### src/rtl/divider_iterative_if.sv
// divider_iterative_if
//   Handshake/operand bundle for the iterative divider.
//   master: requester side (drives valid_in/a/b, observes results)
//   slave : divider side   (samples operands, drives results)
//   Signals:
//     valid_in    start strobe; a/b sampled on the same edge
//     a           2*WIDTH-bit dividend
//     b           WIDTH-bit divisor
//     busy        division in progress
//     valid_out   one-cycle result pulse
//     q, rem      quotient and remainder
//     div_by_zero b was zero for the completed operation
//     overflow    quotient would not fit in WIDTH bits
interface divider_iterative_if #(
    parameter int unsigned WIDTH = 32
);
    logic                 valid_in;
    logic [2*WIDTH-1:0]   a;
    logic [WIDTH-1:0]     b;
    logic                 busy;
    logic                 valid_out;
    logic [WIDTH-1:0]     q;
    logic [WIDTH-1:0]     rem;
    logic                 div_by_zero;
    logic                 overflow;

    modport master (
        output valid_in, a, b,
        input  busy, valid_out, q, rem, div_by_zero, overflow
    );

    modport slave (
        input  valid_in, a, b,
        output busy, valid_out, q, rem, div_by_zero, overflow
    );
endinterface

### src/rtl/divider_iterative.sv
// divider_iterative
//   Unsigned restoring divider: 2*WIDTH-bit dividend / WIDTH-bit divisor,
//   one quotient bit per clock. Divide-by-zero and quotient overflow are
//   detected at start and reported one edge later without entering RUN.
//   A new start while busy aborts the running operation.
//   Ports:
//     clk    rising-edge clock
//     rst_n  synchronous active-low reset
//     bus    divider_iterative_if.slave (operands in, results out)
module divider_iterative #(
    parameter int unsigned WIDTH = 32
) (
    input  logic                   clk,
    input  logic                   rst_n,
    divider_iterative_if.slave     bus
);
    localparam int unsigned CW = $clog2(WIDTH) + 1;

    typedef enum logic {
        IDLE = 1'b0,
        RUN  = 1'b1
    } state_t;

    state_t             state_q, state_d;
    logic [WIDTH-1:0]   p_q, p_d;       // partial remainder
    logic [WIDTH-1:0]   d_q, d_d;       // divisor
    logic [WIDTH-1:0]   l_q, l_d;       // dividend low word, shifted out MSB first
    logic [WIDTH-1:0]   qs_q, qs_d;     // quotient shift register
    logic [CW-1:0]      cnt_q, cnt_d;
    logic [WIDTH-1:0]   q_q, q_d;
    logic [WIDTH-1:0]   rem_q, rem_d;
    logic               dbz_q, dbz_d;
    logic               ovf_q, ovf_d;
    logic               vout_q, vout_d;

    logic [WIDTH:0]     t;
    logic               ge;
    logic [WIDTH-1:0]   p_sub;
    logic [WIDTH-1:0]   p_step;
    logic [WIDTH-1:0]   qs_step;
    logic [WIDTH-1:0]   a_hi;
    logic [WIDTH-1:0]   a_lo;

    always_ff @(posedge clk) begin
        if (!rst_n) begin
            state_q <= IDLE;
            p_q     <= '0;
            d_q     <= '0;
            l_q     <= '0;
            qs_q    <= '0;
            cnt_q   <= '0;
            q_q     <= '0;
            rem_q   <= '0;
            dbz_q   <= 1'b0;
            ovf_q   <= 1'b0;
            vout_q  <= 1'b0;
        end else begin
            state_q <= state_d;
            p_q     <= p_d;
            d_q     <= d_d;
            l_q     <= l_d;
            qs_q    <= qs_d;
            cnt_q   <= cnt_d;
            q_q     <= q_d;
            rem_q   <= rem_d;
            dbz_q   <= dbz_d;
            ovf_q   <= ovf_d;
            vout_q  <= vout_d;
        end
    end

    always_comb begin
        a_hi    = bus.a[2*WIDTH-1:WIDTH];
        a_lo    = bus.a[WIDTH-1:0];

        // 33-bit trial: since P < D, the difference always fits in WIDTH
        // bits, so the low WIDTH bits of T - D are the exact result.
        t       = {p_q, l_q[WIDTH-1]};
        ge      = (t >= {1'b0, d_q});
        p_sub   = t[WIDTH-1:0] - d_q;
        p_step  = ge ? p_sub : t[WIDTH-1:0];
        qs_step = (qs_q << 1) | WIDTH'(ge);

        state_d = state_q;
        p_d     = p_q;
        d_d     = d_q;
        l_d     = l_q;
        qs_d    = qs_q;
        cnt_d   = cnt_q;
        q_d     = q_q;
        rem_d   = rem_q;
        dbz_d   = dbz_q;
        ovf_d   = ovf_q;
        vout_d  = 1'b0;

        if (bus.valid_in) begin
            if (bus.b == '0) begin
                state_d = IDLE;
                q_d     = '1;
                rem_d   = a_lo;
                dbz_d   = 1'b1;
                ovf_d   = 1'b0;
                vout_d  = 1'b1;
            end else if (a_hi >= bus.b) begin
                state_d = IDLE;
                q_d     = '1;
                rem_d   = '0;
                dbz_d   = 1'b0;
                ovf_d   = 1'b1;
                vout_d  = 1'b1;
            end else begin
                state_d = RUN;
                p_d     = a_hi;
                l_d     = a_lo;
                d_d     = bus.b;
                qs_d    = '0;
                cnt_d   = '0;
            end
        end else if (state_q == RUN) begin
            p_d   = p_step;
            qs_d  = qs_step;
            l_d   = l_q << 1;
            cnt_d = cnt_q + 1'b1;
            if (cnt_q == CW'(WIDTH - 1)) begin
                state_d = IDLE;
                q_d     = qs_step;
                rem_d   = p_step;
                dbz_d   = 1'b0;
                ovf_d   = 1'b0;
                vout_d  = 1'b1;
            end
        end
    end

    assign bus.busy        = (state_q == RUN);
    assign bus.valid_out   = vout_q;
    assign bus.q           = q_q;
    assign bus.rem         = rem_q;
    assign bus.div_by_zero = dbz_q;
    assign bus.overflow    = ovf_q;
endmodule

### src/flat_wrapper.sv
// flat-port wrapper written by rule: the top's interface ports become plain ports
module divider_iterative_flat 
#(
    parameter int unsigned WIDTH = 32
)
  (clk, rst_n, bus_valid_in, bus_a, bus_b, bus_busy, bus_valid_out, bus_q, bus_rem, bus_div_by_zero, bus_overflow);
  divider_iterative_if #(.WIDTH(WIDTH)) bus_i ();
  input  logic clk;
  input  logic rst_n;
  input wire logic [$bits(bus_i.valid_in)-1:0] bus_valid_in;
  input wire logic [$bits(bus_i.a)-1:0] bus_a;
  input wire logic [$bits(bus_i.b)-1:0] bus_b;
  output wire logic [$bits(bus_i.busy)-1:0] bus_busy;
  output wire logic [$bits(bus_i.valid_out)-1:0] bus_valid_out;
  output wire logic [$bits(bus_i.q)-1:0] bus_q;
  output wire logic [$bits(bus_i.rem)-1:0] bus_rem;
  output wire logic [$bits(bus_i.div_by_zero)-1:0] bus_div_by_zero;
  output wire logic [$bits(bus_i.overflow)-1:0] bus_overflow;
  assign bus_i.valid_in = bus_valid_in;
  assign bus_i.a = bus_a;
  assign bus_i.b = bus_b;
  assign bus_busy = bus_i.busy;
  assign bus_valid_out = bus_i.valid_out;
  assign bus_q = bus_i.q;
  assign bus_rem = bus_i.rem;
  assign bus_div_by_zero = bus_i.div_by_zero;
  assign bus_overflow = bus_i.overflow;
  divider_iterative #(.WIDTH(WIDTH)) u_core (.clk(clk), .rst_n(rst_n), .bus(bus_i));
endmodule
### config.mk
export PLATFORM = sky130hd
export DESIGN_NAME = divider_iterative_flat
export DESIGN_NICKNAME = d
export VERILOG_FILES = /design/src/rtl/divider_iterative_if.sv /design/src/rtl/divider_iterative.sv /design/src/flat_wrapper.sv
export SDC_FILE = /design/constraint.sdc
export NUM_CORES = 1
export LEC_CHECK = 0
export BUFFER_PORTS_ARGS = -buffer_cell sky130_fd_sc_hd__buf_2
export CORE_UTILIZATION = 54
export CTS_BUF_LIST = sky130_fd_sc_hd__clkbuf_2 sky130_fd_sc_hd__clkbuf_4 sky130_fd_sc_hd__clkbuf_8
export CTS_CLUSTER_SIZE = 8
export DETAILED_ROUTE_END_ITERATION = 16
export GPL_ROUTABILITY_DRIVEN = 0
export PLACE_DENSITY_LB_ADDON = 0.2
export SYNTH_ARGS = -nofsm -noshare
export SYNTH_HDL_FRONTEND = slang
export SYNTH_SLANG_ARGS = --single-unit
### constraint.sdc
create_clock -name clk -period 3.1 [get_ports clk]
set_input_delay 0.155 -clock clk [delete_from_list [all_inputs] [get_ports clk]]
set_output_delay 0.155 -clock clk [all_outputs]
set_load 0.01 [all_outputs]
==> implementation parameters <==
Parameter                              Value

Clock network
  Number of CTS-inserted buffers    36
  H-tree levels    2
  Sinks on the clock net    201
  Number of buffers on the longest clock path    3
  CTS root buf    sky130_fd_sc_hd__clkbuf_8
  Clock transition at the register clock pins on the worst setup and hold paths after CTS    0.07 ns
  Clock tree from TritonCTS    built
  Clock latency of the later-clocked register in the worst-skew pair    approximately 0.53 ns

GRT
  Initial antenna violation count    0
  Via count of the first global-routing pass    9994
  Global route overflow    0
  Maximum number of pins on one net before global-route repair    80
  Global-route wire length before repair    51460 µm
  Total routing resource utilization after global routing    0.3161

Finish
  Number of antenna cells inserted    0
  Fillcell total    between 1500 and 2000
  Fraction of layout cells with a size suffix above 1    0.2256
  Fin util    0.6961
  Total number of nets in the final design    roughly 1700
  Growth of design area from synthesis to finish    25.54%
  Post-route design area    0.01364 mm²

Logic synthesis
  Synth Cell Area    0.01086 mm²
  Leading post-synthesis cells by instance count    201 x sky130_fd_sc_hd__dfxtp_1, 146 x sky130_fd_sc_hd__nor2_1, 129 x sky130_fd_sc_hd__nand2_1
  Count of mapped cells out of synthesis    1344
  Post-synthesis async set-or-reset flop share    0
  EDFF count, synth    0
  Largest cells by area after synthesis    sky130_fd_sc_hd__dfxtp_1 37%, sky130_fd_sc_hd__ha_1 7.5%, sky130_fd_sc_hd__o21ai_0 5.4%
  Post-synthesis net count    around 1500
  Flops & latches, synth    201
  Number of different library cells in the post-synthesis netlist    62
  Average footprint of a synthesized cell    8.083 µm²
  Sequential area share after synthesis    0.3704
  Synth warn    0
  Most common cell in the netlist    sky130_fd_sc_hd__dfxtp_1
  Top cell type's share of synthesized area    0.3704
  Top cell type by total area after synthesis    sky130_fd_sc_hd__dfxtp_1
  Dominant synthesized flop cell    sky130_fd_sc_hd__dfxtp_1

STA
  Normalized max-slew margin    0.5229
  Final Hold Viols    0
  Part of the cycle the worst path needs    0.9847
  Transition time at the pin with the least slew margin    slightly above 0.7 ns
  Post-layout min period    3.053 ns
  Worst-case setup margin in the final layout    0.04735 ns
  Unrepaired setup endpoints after global routing    true
  FMAX    between 300 and 400 MHz
  Pins Over Slew Limit    0
  Final-report setup violation count    0
  Post-route clock skew    0.01603 ns

Run status
  Result of the run    completed

Routing
  Initial DRT Pass Iterations    5
  Remaining design rule violation count    0
  Routed wirelength normalized by instance count    between 15 and 20 µm
  Iter 0 DRT Violations    763
  Vias per inst    between 5 and 6
  Vias after detailed routing    10750
  Sum of routed wire length over all layers    roughly 33000 µm
  Antenna-violating nets left    0

Worst setup path
  Critical path's slowest cell    sky130_fd_sc_hd__fa_2
  Most numerous cell on the critical path    sky130_fd_sc_hd__inv_2
  Crit path to    u_core.bus.rem[30]
  R2R Setup Slk    0.05 ns
  Number of gates on the worst path with buffers counted    15
  Category of cells accounting for the largest share of critical-path delay    compound AO/OA/AOI/OAI gates
  Category of the worst setup path capture point    flip-flop
  Cell count of the worst reg-to-reg path    15
  Type of the worst setup path    reg2reg
  Crit-path cells    inv_2 -> ha_4 -> inv_2 -> fa_2 -> a211o_1 -> a211oi_2 -> nor2_1 -> a221oi_2 -> buf_4 -> o21a_1 -> o21ai_1 -> a21oi_1 -> xnor2_1 -> mux2_4 -> o211a_1
  Launching element type of the critical path    flip-flop
  Startpoint of the worst register-to-register path    u_core.l_q[31]
  Max stage delay on crit path    0.33 ns
  Buffering stage count on the worst path with inverters included    3
  Biggest fanout along the worst timing path    2
  Origin of the worst setup path    u_core.l_q[31]
  End of the worst register-to-register path    u_core.bus.rem[30]
  Data required, critical path    3.52 ns
  Critical path data arrival time    around 3.5 ns

Die
  Die area    about 0.021 mm²
  Placeable core area    0.01959 mm²
  # IOs    167
  Cell row count    51
  Chip width    ~140 µm
  Initial standard-cell utilization of the core    0.5545
  Height of the die    roughly 140 µm

Placement
  Total placed instance area    0.01225 mm²
  Port buffer count    approximately 170
  Dpl ws    -0.07678 ns
  Final HPWL DP    22590 µm

Power and ir drop
  Maximum VDD drop    0.0004490 V
  Total power of the final layout    8.655 mW
  Leakage power    between 6 and 7 nW
  Power density over the cells    634.7 mW/mm²

Worst hold path
  Class of the tightest hold or removal check    in2reg

Flow run
  Max-cap check violation count    0
==> sequential cells by signal, summed over array words and instances, names as in the netlist <==
name / cells
u_core.d_q: 32
u_core.qs_q: 31
u_core.bus.busy: 1
u_core.bus.q: 32
u_core.p_q: 32
u_core.l_q: 32
u_core.bus.overflow: 1
u_core.bus.valid_out: 1
u_core.bus.rem: 32
u_core.cnt_q: 6
u_core.bus.div_by_zero: 1
==> routing by layer <==
layer | track usage | vias up | share of wire
li1 | - | 5202 | -
met1 | 0.4444 | 5045 | 0.45
met2 | 0.4882 | 424 | 0.44
met3 | 0.05198 | 78 | 0.076
met4 | 0.1058 | 0 | 0.031
met5 | 0 | - | 0
==> worst min-delay path by stage <==
stage          slack (ns)  cells after the start                 end  startpoint
5_1_grt              0.02                      4       u_core.p_q[9]   bus_a[41]
2_1_floorplan        0.30                      2       u_core.l_q[0]    bus_a[0]
3_3_place_gp         0.44                      3  u_core.bus.rem[31]   bus_a[31]
3_5_place_dp         0.44                      3  u_core.bus.rem[15]   bus_a[15]
4_1_cts             0.004                      5      u_core.p_q[29]   bus_a[61]
6_report             0.02                      4       u_core.p_q[9]   bus_a[41]
==> worst register-to-register path: stages (launching register included) <==
cell,delay (ns)
sky130_fd_sc_hd__dfxtp_2,0.32
sky130_fd_sc_hd__inv_2,0.08
sky130_fd_sc_hd__ha_4,0.14
sky130_fd_sc_hd__inv_2,0.04
sky130_fd_sc_hd__fa_2,0.33
sky130_fd_sc_hd__a211o_1,0.30
sky130_fd_sc_hd__a211oi_2,0.23
sky130_fd_sc_hd__nor2_1,0.09
sky130_fd_sc_hd__a221oi_2,0.28
sky130_fd_sc_hd__buf_4,0.16
sky130_fd_sc_hd__o21a_1,0.16
sky130_fd_sc_hd__o21ai_1,0.07
sky130_fd_sc_hd__a21oi_1,0.17
sky130_fd_sc_hd__xnor2_1,0.09
sky130_fd_sc_hd__mux2_4,0.28
sky130_fd_sc_hd__o211a_1,0.22
==> metrics by stage <==
stage	instances	TNS (ns)	hold slack, ns
finish	1856	0	0.02154
global placement	1750	0	0.4358
CTS	1853	0	0.003913
global route	1856	-0.2072	0.02118
detailed placement	1750	-0.1686	0.4370
floorplan	1344	0	0.2999
==> cells in the final DEF, fill, tap and decap left out, drive strengths merged, types with 11 or more instances in the layout <==
| cell type | instances |
|---|---|
| o211a | 13 |
| clkbuf | 56 |
| a21oi | 55 |
| nor3 | 38 |
| a21boi | 36 |
| o21ai | 126 |
| xnor2 | 17 |
| o211ai | 17 |
| a22oi | 16 |
| a21o | 21 |
| dlygate4sd3 | 40 |
| ha | 65 |
| nand4 | 11 |
| nand2 | 130 |
| buf | 240 |
| o221ai | 33 |
| xor2 | 11 |
| a31oi | 11 |
| and2 | 50 |
| nand3 | 47 |
| inv | 77 |
| dfxtp | 201 |
| o221a | 13 |
| nor2 | 146 |
| mux2i | 26 |
==> area by class of cell <==
class                   count  area (µm²)  area share
multi-input cells         972        6339      0.4648
flip-flops and latches    201        4025      0.2952
repair buffers            280        1889      0.1385
clock buffers              56       683.2     0.05010
well taps                 265       331.6     0.02431
inverters                  76       285.3     0.02092
clock inverters             6       83.83    0.006147
==> power by group <==
group          internal [mW]  leakage, nW  switching [mW]  total (mW)
logic                   1.39         3.99            1.65        3.04
clock network           1.57        0.411            1.12        2.68
registers               2.79         1.65           0.137        2.93
==> cells by family (layout without fill, tap and decap cells) <==
| group | count (synthesis) | after routing | synth area share |
|---|---|---|---|
| XOR/XNOR | 28 | 28 | 0.02257 |
| buffers and inverters | 171 | 418 | 0.06508 |
| adder cells (fa/ha/maj) | 66 | 66 | 0.07671 |
| multiplexers | 27 | 27 | 0.02499 |
| flip-flops | 201 | 201 | 0.3704 |
| AND/OR/NAND/NOR | 457 | 457 | 0.1904 |
| AO/OA/AOI/OAI | 394 | 394 | 0.2498 |
==> what timing repair did <==
action                                 CTS  global route
setup endpoints to repair                9            94
endpoints found under the hold margin   55             0
cloned                                   0             0
hold buffers                            40             0
pin swaps                                3            12
resized for setup                        4            29
buffers inserted                         1             3
No activity file was read; power rests on OpenSTA's default activity.
